<file path="config.mk">
export PLATFORM = sky130hd
export DESIGN_NAME = reg_scoreboard_ctrl_flat
export DESIGN_NICKNAME = d
export VERILOG_FILES = /design/src/rtl/reg_scoreboard_if.sv /design/src/rtl/reg_scoreboard_ctrl.sv /design/src/flat_wrapper.sv
export SDC_FILE = /design/constraint.sdc
export NUM_CORES = 1
export LEC_CHECK = 0
export BUFFER_PORTS_ARGS = -buffer_cell sky130_fd_sc_hd__buf_2
export CAP_MARGIN = 25
export CORE_AREA = 2 2 82 84
export CTS_BUF_LIST = sky130_fd_sc_hd__clkbuf_8 sky130_fd_sc_hd__clkbuf_16
export DETAILED_ROUTE_END_ITERATION = 16
export DIE_AREA = 0 0 84 86
export PLACE_DENSITY_LB_ADDON = 0.08
export SLEW_MARGIN = 20
export SYNTH_ARGS = -nofsm -noshare
export SYNTH_HDL_FRONTEND = slang
export SYNTH_SLANG_ARGS = --single-unit
</file>
<file path="constraint.sdc">
create_clock -name clk -period 4.78 [get_ports clk]
set_input_delay 0.478 -clock clk [delete_from_list [all_inputs] [get_ports clk]]
set_output_delay 0.478 -clock clk [all_outputs]
set_load 0.02 [all_outputs]
</file>
<file path="src/rtl/reg_scoreboard_if.sv">
// reg_scoreboard_if: decode/writeback/drain signals between the pipeline and the register scoreboard
interface reg_scoreboard_if #(
  parameter int NUM_REGS    = 32,
  parameter int ADDR_W      = 5,
  parameter int STALL_CNT_W = 16
);
  logic                   issue_valid;
  logic [ADDR_W-1:0]      issue_rs1;
  logic [ADDR_W-1:0]      issue_rs2;
  logic [ADDR_W-1:0]      issue_rd;
  logic                   issue_rd_wr;
  logic                   issue_ready;
  logic                   issue_fire;
  logic                   wb_valid;
  logic [ADDR_W-1:0]      wb_rd;
  logic                   flush;
  logic                   drain_req;
  logic                   drain_done;
  logic [NUM_REGS-1:0]    busy_vec;
  logic [STALL_CNT_W-1:0] stall_cnt;
  modport master (
    output issue_valid, issue_rs1, issue_rs2, issue_rd, issue_rd_wr, wb_valid, wb_rd, flush, drain_req,
    input  issue_ready, issue_fire, drain_done, busy_vec, stall_cnt
  );
  modport slave (
    input  issue_valid, issue_rs1, issue_rs2, issue_rd, issue_rd_wr, wb_valid, wb_rd, flush, drain_req,
    output issue_ready, issue_fire, drain_done, busy_vec, stall_cnt
  );
endinterface

</file>
<file path="src/rtl/reg_scoreboard_ctrl.sv">
// reg_scoreboard_ctrl: busy-bit scoreboard that stalls issue on RAW/WAW hazards, with flush, drain handshake and stall counter.
// Define SCOREBOARD_WB_BYPASS_EN to let a same-cycle writeback unblock issue immediately.
module reg_scoreboard_ctrl #(
  parameter int NUM_REGS    = 32,
  parameter int ADDR_W      = 5,
  parameter int STALL_CNT_W = 16
) (
  input  logic            clk,
  input  logic            rst_n,
  reg_scoreboard_if.slave sb
);
  typedef enum logic [1:0] {RUN, DRAIN, DONE, HOLD} state_t;
  state_t state, state_nx;
  logic [NUM_REGS-1:0]    busy, busy_nx, eff, set_m, clr_m;
  logic [STALL_CNT_W-1:0] stall;
  logic                   raw, waw, ready, fire, done_q;
  assign clr_m = NUM_REGS'(sb.wb_valid && sb.wb_rd != '0) << sb.wb_rd;
`ifdef SCOREBOARD_WB_BYPASS_EN
  assign eff = busy & ~clr_m;
`else
  assign eff = busy;
`endif
  assign raw   = eff[sb.issue_rs1] | eff[sb.issue_rs2];
  assign waw   = sb.issue_rd_wr & eff[sb.issue_rd];
  assign ready = rst_n & (state == RUN) & ~sb.drain_req & ~raw & ~waw & ~sb.flush;
  assign fire  = sb.issue_valid & ready;
  assign set_m = NUM_REGS'(fire && sb.issue_rd_wr && sb.issue_rd != '0) << sb.issue_rd;
  // set is applied after clear so a same-register collision leaves the bit busy
  assign busy_nx = sb.flush ? '0 : (busy & ~clr_m) | set_m;
  always_comb begin
    state_nx = state;
    case (state)
      RUN:     state_nx = sb.drain_req ? DRAIN : RUN;
      DRAIN:   state_nx = (busy_nx == '0) ? DONE : DRAIN;
      DONE:    state_nx = HOLD;
      HOLD:    state_nx = sb.drain_req ? HOLD : RUN;
      default: state_nx = RUN;
    endcase
  end
  always_ff @(posedge clk or negedge rst_n) begin
    if (!rst_n) begin
      state  <= RUN;
      busy   <= '0;
      stall  <= '0;
      done_q <= 1'b0;
    end else begin
      state  <= state_nx;
      busy   <= busy_nx;
      done_q <= (state_nx == DONE);
      if (sb.issue_valid && !ready && !(&stall)) stall <= stall + STALL_CNT_W'(1);
    end
  end
  assign sb.issue_ready = ready;
  assign sb.issue_fire  = fire;
  assign sb.busy_vec    = busy;
  assign sb.stall_cnt   = stall;
  assign sb.drain_done  = done_q;
endmodule

</file>
<file path="src/flat_wrapper.sv">
// flat-port wrapper written by rule: the top's interface ports become plain ports
module reg_scoreboard_ctrl_flat 
#(
  parameter int NUM_REGS    = 32,
  parameter int ADDR_W      = 5,
  parameter int STALL_CNT_W = 16
)
  (clk, rst_n, sb_issue_valid, sb_issue_rs1, sb_issue_rs2, sb_issue_rd, sb_issue_rd_wr, sb_wb_valid, sb_wb_rd, sb_flush, sb_drain_req, sb_issue_ready, sb_issue_fire, sb_drain_done, sb_busy_vec, sb_stall_cnt);
  reg_scoreboard_if #(.NUM_REGS(NUM_REGS), .ADDR_W(ADDR_W), .STALL_CNT_W(STALL_CNT_W)) sb_i ();
  input  logic clk;
  input  logic rst_n;
  input wire logic [$bits(sb_i.issue_valid)-1:0] sb_issue_valid;
  input wire logic [$bits(sb_i.issue_rs1)-1:0] sb_issue_rs1;
  input wire logic [$bits(sb_i.issue_rs2)-1:0] sb_issue_rs2;
  input wire logic [$bits(sb_i.issue_rd)-1:0] sb_issue_rd;
  input wire logic [$bits(sb_i.issue_rd_wr)-1:0] sb_issue_rd_wr;
  input wire logic [$bits(sb_i.wb_valid)-1:0] sb_wb_valid;
  input wire logic [$bits(sb_i.wb_rd)-1:0] sb_wb_rd;
  input wire logic [$bits(sb_i.flush)-1:0] sb_flush;
  input wire logic [$bits(sb_i.drain_req)-1:0] sb_drain_req;
  output wire logic [$bits(sb_i.issue_ready)-1:0] sb_issue_ready;
  output wire logic [$bits(sb_i.issue_fire)-1:0] sb_issue_fire;
  output wire logic [$bits(sb_i.drain_done)-1:0] sb_drain_done;
  output wire logic [$bits(sb_i.busy_vec)-1:0] sb_busy_vec;
  output wire logic [$bits(sb_i.stall_cnt)-1:0] sb_stall_cnt;
  assign sb_i.issue_valid = sb_issue_valid;
  assign sb_i.issue_rs1 = sb_issue_rs1;
  assign sb_i.issue_rs2 = sb_issue_rs2;
  assign sb_i.issue_rd = sb_issue_rd;
  assign sb_i.issue_rd_wr = sb_issue_rd_wr;
  assign sb_i.wb_valid = sb_wb_valid;
  assign sb_i.wb_rd = sb_wb_rd;
  assign sb_i.flush = sb_flush;
  assign sb_i.drain_req = sb_drain_req;
  assign sb_issue_ready = sb_i.issue_ready;
  assign sb_issue_fire = sb_i.issue_fire;
  assign sb_drain_done = sb_i.drain_done;
  assign sb_busy_vec = sb_i.busy_vec;
  assign sb_stall_cnt = sb_i.stall_cnt;
  reg_scoreboard_ctrl #(.NUM_REGS(NUM_REGS), .ADDR_W(ADDR_W), .STALL_CNT_W(STALL_CNT_W)) u_core (.clk(clk), .rst_n(rst_n), .sb(sb_i));
endmodule
</file>
# After elaboration in Yosys (flattened, before gate mapping)
# Cells that the tools add are included.
dict set report totals {
  ff_bits 51
  latchBits 0
  ram_bits 0
  mem_bits_ro 0
  in_bits 27
  output_inout_bits 51
  elab_cells 52
  n_memories 0
}
dict set report classes {
  add_sub_neg 1
  multipliers 0
  div 0
  magnitude_cmp 3
  eq_ne 4
  shift 2
  n_mux 11
  bitwise_logic 15
  reduce_logical 12
}
# cell count
set ops {}
lappend ops {{left shift 1 x 5 -> 32 bit} 2}
lappend ops {{bitwise AND 32 bit} 1}
lappend ops {{zero test 32 bit} 1}
lappend ops {{2-to-1 mux 32 bit} 1}
lappend ops {{inverter 32 bit} 1}
lappend ops {{bitwise OR 32 bit} 1}
lappend ops {{< comparator 5 x 6 -> 1 bit, second input constant} 3}
lappend ops {{adder 16 x 1 -> 16 bit, second input constant} 1}
lappend ops {{AND reduction 16 bit} 1}
lappend ops {{binary-select mux 1 bit (select 5 bit)} 3}
lappend ops {{nonzero test 5 bit} 2}
lappend ops {{case mux 2 bit (4 select lines)} 1}
lappend ops {{bitwise AND 1 bit} 7}
lappend ops {{equality test 2 bit, second input constant} 3}
lappend ops {{logical AND 1 bit} 5}
lappend ops {{2-to-1 mux 1 bit} 4}
lappend ops {{2-to-1 mux 2 bit} 2}
lappend ops {{inverter 1 bit} 4}
lappend ops {{equality test 2 x 1 -> 1 bit, second input constant} 1}
lappend ops {{zero test 1 bit} 2}
lappend ops {{zero test 2 bit} 1}
lappend ops {{bitwise OR 1 bit} 1}

# Logic depth before layout (Yosys ltp)
dict set report depth {
  depth_word 17
  depth_mapped 11
  depth_no_buf 7
}

# Worst setup path before layout
# No wires, ideal clock.
dict set report synth_path {
  kind {in2out}
  start {input port sb_issue_rs2[0]}
  end {output port sb_issue_ready}
  t_arrival_ns 2.270
  required_ns 4.302
  slack_ns 2.032
  path_stages 8
  n_path_buf 3
  cell_sequence {buf_6 -> mux4_2 -> mux2_2 -> and3_1 -> a311oi_2 -> and2_4 -> buf_6 -> buf_6}
}
dict set report synth_between {
  elab_chain_len 7
}
# element line_no
set synth_rtl {}
lappend synth_rtl {{start, declared} flat_wrapper.sv:14} ;# input wire logic [$bits(sb_i.issue_rs2)-1:0] sb_issue_rs2;
lappend synth_rtl {{binary-select mux 1 bit (select 5 bit)} reg_scoreboard_ctrl.sv:23} ;# assign raw = eff[sb.issue_rs1] | eff[sb.issue_rs2];
lappend synth_rtl {{2-to-1 mux 1 bit (not written as such)} reg_scoreboard_ctrl.sv:23}
lappend synth_rtl {{bitwise OR 1 bit} reg_scoreboard_ctrl.sv:23}
lappend synth_rtl {{inverter 1 bit} reg_scoreboard_ctrl.sv:25} ;# assign ready = rst_n & (state == RUN) & ~sb.drain_req & ~raw & ~waw & ~sb.flush;
lappend synth_rtl {{bitwise AND 1 bit (3 in a row)} reg_scoreboard_ctrl.sv:25}
lappend synth_rtl {{end, declared} flat_wrapper.sv:21} ;# output wire logic [$bits(sb_i.issue_ready)-1:0] sb_issue_ready;
# Every way passes these cells. The select of a mux whose other input is x is not followed.

# Worst setup path in the final report
dict set report layout_path {
  start {input port sb_issue_rd[0]}
  end {output port sb_issue_ready}
}
dict set report layout_between {
  elab_chain_len 6
}
# element line_no
set layout_rtl {}
lappend layout_rtl {{start, declared} flat_wrapper.sv:15} ;# input wire logic [$bits(sb_i.issue_rd)-1:0] sb_issue_rd;
lappend layout_rtl {{binary-select mux 1 bit (select 5 bit)} reg_scoreboard_ctrl.sv:24} ;# assign waw = sb.issue_rd_wr & eff[sb.issue_rd];
lappend layout_rtl {{2-to-1 mux 1 bit (not written as such)} reg_scoreboard_ctrl.sv:24}
lappend layout_rtl {{bitwise AND 1 bit} reg_scoreboard_ctrl.sv:24}
lappend layout_rtl {{inverter 1 bit} reg_scoreboard_ctrl.sv:25}
lappend layout_rtl {{bitwise AND 1 bit (2 in a row)} reg_scoreboard_ctrl.sv:25}
# Every way passes these cells. The select of a mux whose other input is x is not followed.

==> results.md <==
- Synthesized area: 3650 um2
- DR WL/cell: 22.3 um
- Synth top area share: 0.349
- RSZ-0062 raised after global routing: no
- Cell taking the most area after synthesis: dfrtp_1
- Part of the cycle the worst path needs: 0.697
- Clk slew on worst S/H paths: 90 ps
- Congestion Overflow GR: 0
- Die Y: 86 um
- Setup bufs post-CTS: 0
- DIE AREA: 7220 um2
- Slew Viols, Final: 0
- CP Max Fanout: 39
- Pleak: 1.83 nW
- Crit start category: input pin
- Main synth FF type: dfrtp_1
- Seq. cell area: 1280 um2
- Initial antenna violation count: 0
- FP Rows: 29
- Core area: 6280 um2
- Area occupied by multi-input gates: 2160 um2
- Total GRT Usage: 0.318
- Most used cell, CP: buf_2
- CTS tree: done
- Number of flops mapped to enable cells by yosys: 0
- Min-delay worst type: input pin to asynchronous set/reset pin
- FF-to-FF Start: u_core.sb.busy_vec[8]
- Vias post-DR: 3593
- Post-CTS Resized: 0
- CP Class: input pin to output pin
- Buffer and inverter count on the worst path: 2
- Maximum clock frequency: 300 MHz
- Clk_lat worst skew: 300 ps
- Max-Cap Viols: 0
- Input/output buffers: 77
- Syn avg cell area: 9.95 um2
- Pin count of the biggest net entering global routing: 52
- H-tree Lvls: 2
- CP endpoint kind: output pin
- Endpoints failing hold: 0
- Syn-to-layout area delta: 11.5%
- Synthesized Nets: 395
- Num ports: 78
- Antenna diodes: 0
- DRC: 0
- Cts bufs inserted: 5
- Rel. slew slack: 0.292
- Crit path DAT: 2850 ps
- Clock Path Buffers: 2
- Cells after Synth: 367
- Most instantiated cells after synthesis: dfrtp_1, o21ai_0, nand3_1
- Final setup violation count: 0
- Cell chain of the critical path: buf_2, mux4_1, a22oi_1, nand3b_1, a311oi_2, and2_4, buf_2
- Worst endpoint required time: 4300 ps
- Crit-path leading delay family: compound AO/OA/AOI/OAI gates
- Status: complete, no violations
- #FFs+latches synth: 51
- GPL Wtd Cong: 0.975
- Slowest cell on the critical path: mux4_1
- Top area cells in the synthesized netlist: dfrtp_1, mux4_2, o21ai_0
- CTS Sinks: 51
- Final Net Count: 454
- Ys async rst share: 1.00
- Routed WL: 11200 um
- Crit path time final: 3330 ps
- Initial cell density of the core: 0.582
- Vias in the first global route: 3310
- Layout cells sized above 1: 0.290
- Antenna Violating Nets Remaining: 0
- Vias per cell: 7.13
- Total Power: 1.06 mW
- Slew @ Worst Pin: 1050 ps
- Clk_skew: 6.15 ps
- First-pass GRT wire length: 17800 um
- Die Wd: 84 um
- VDD IR-drop max: 0.257 mV
- Sequential area share after synthesis: 0.349
- TritonRoute pass-1 iters: 5
- Most common cell in the netlist: dfrtp_1
- Post-DP HPWL: 8220 um
- PD cells: 261 nW/um2
- CTS root buffer: clkbuf_8
- Number of distinct library cells after synthesis: 58
- Filler cells: 555
- TNS Setup: 0 ps
- CTS Hold Bufs: 0
- Crit path from: sb_issue_rd[0]
- Initial DRC Count: 500
- Synth Warn #: 0
- Crit-path max cell delay: 600 ps
## worst paths after layout
kind                                          endpoint  slack (ps)  cells after the start
worst min register to register  u_core.sb.stall_cnt[6]         480                      1
min in group clk                       u_core.state[0]         410                      2
max in group asynchronous       u_core.sb.busy_vec[13]        4010                      2
worst max register to register  u_core.sb.stall_cnt[2]        1870                      7
worst min-delay path             u_core.sb.busy_vec[0]         320                      2
worst max-delay path                    sb_issue_ready        1450                      7
## flip-flops by register name, indices dropped and copies added, names as in the netlist
signal and flops:
u_core.state 2, u_core.sb.stall_cnt 16, u_core.sb.drain_done 1, u_core.sb.busy_vec 32
## per-layer routing
| metal | routed length, um | GRT usage | vias to the layer above |
|---|---|---|---|
| li1 | - | - | 1535 |
| met1 | 4540 | 0.471 | 1736 |
| met2 | 4930 | 0.466 | 265 |
| met3 | 1300 | 0.0664 | 57 |
| met4 | 440 | 0.114 | 0 |
| met5 | 0 | 0 | - |
## metrics by stage
stage          hold slack (ps)  area, um2  instances   util  worst slack [ps]
2_1_floorplan              182       3650        367      -              2030
3_3_place_gp               470       3970        495  0.633              1500
3_5_place_dp               473       3970        495  0.633              1460
4_1_cts                    362       4070        503  0.648              1450
5_1_grt                    385       4070        504  0.649              1280
6_report                   316       4070        504  0.649              1450
## cell families (layout without fill, tap and decap cells)
logic type | after synthesis | after routing | synth area share
and+or+nand+nor | 138 | 138 | 0.219
AOI/OAI and AO/OA | 91 | 91 | 0.167
DFF | 51 | 51 | 0.349
buffers and inverters | 40 | 100 | 0.0600
adders and majority gates | 1 | 1 | 0.00343
muxes | 32 | 32 | 0.168
xor gates and xnor gates | 14 | 14 | 0.0336
## layout by cell type (no fill, tap or decap), types with 3 or more instances in the layout
master	instances
o32a_1	5
and4_1	3
nand2b_1	4
inv_1	13
dfrtp_1	51
nand3_1	27
nand2_1	16
nor4b_1	3
nor3_1	12
o21ai_0	31
clkbuf_8	6
a21oi_1	20
xor2_1	13
buf_2	77
o211ai_1	8
nand4_1	12
nand4bb_1	3
mux2i_1	5
nand3b_1	6
nor2_1	19
nor2b_1	4
or3_1	4
a22oi_1	4
a31o_2	3
nor4_1	7
nand4b_1	3
and3_1	4
mux4_2	21
mux2_2	3
## power breakdown
part           switching, mW  internal (mW)  total [mW]  leakage (nW)
Combinational          0.170          0.105       0.275          1.09
Sequential            0.0507          0.472       0.522         0.695
Clock                  0.148          0.119       0.267        0.0516
## layout make-up
| type | count | area share |
|---|---|---|
| Tap cell | 77 | 0.0237 |
| Clock buffer | 6 | 0.0203 |
| Clock inverter | 2 | 0.00338 |
| Inverter | 13 | 0.0120 |
| Multi-Input combinational cell | 276 | 0.530 |
| Sequential cell | 51 | 0.313 |
| Timing Repair Buffer | 79 | 0.0977 |
Power figures use the tool's default switching activity.
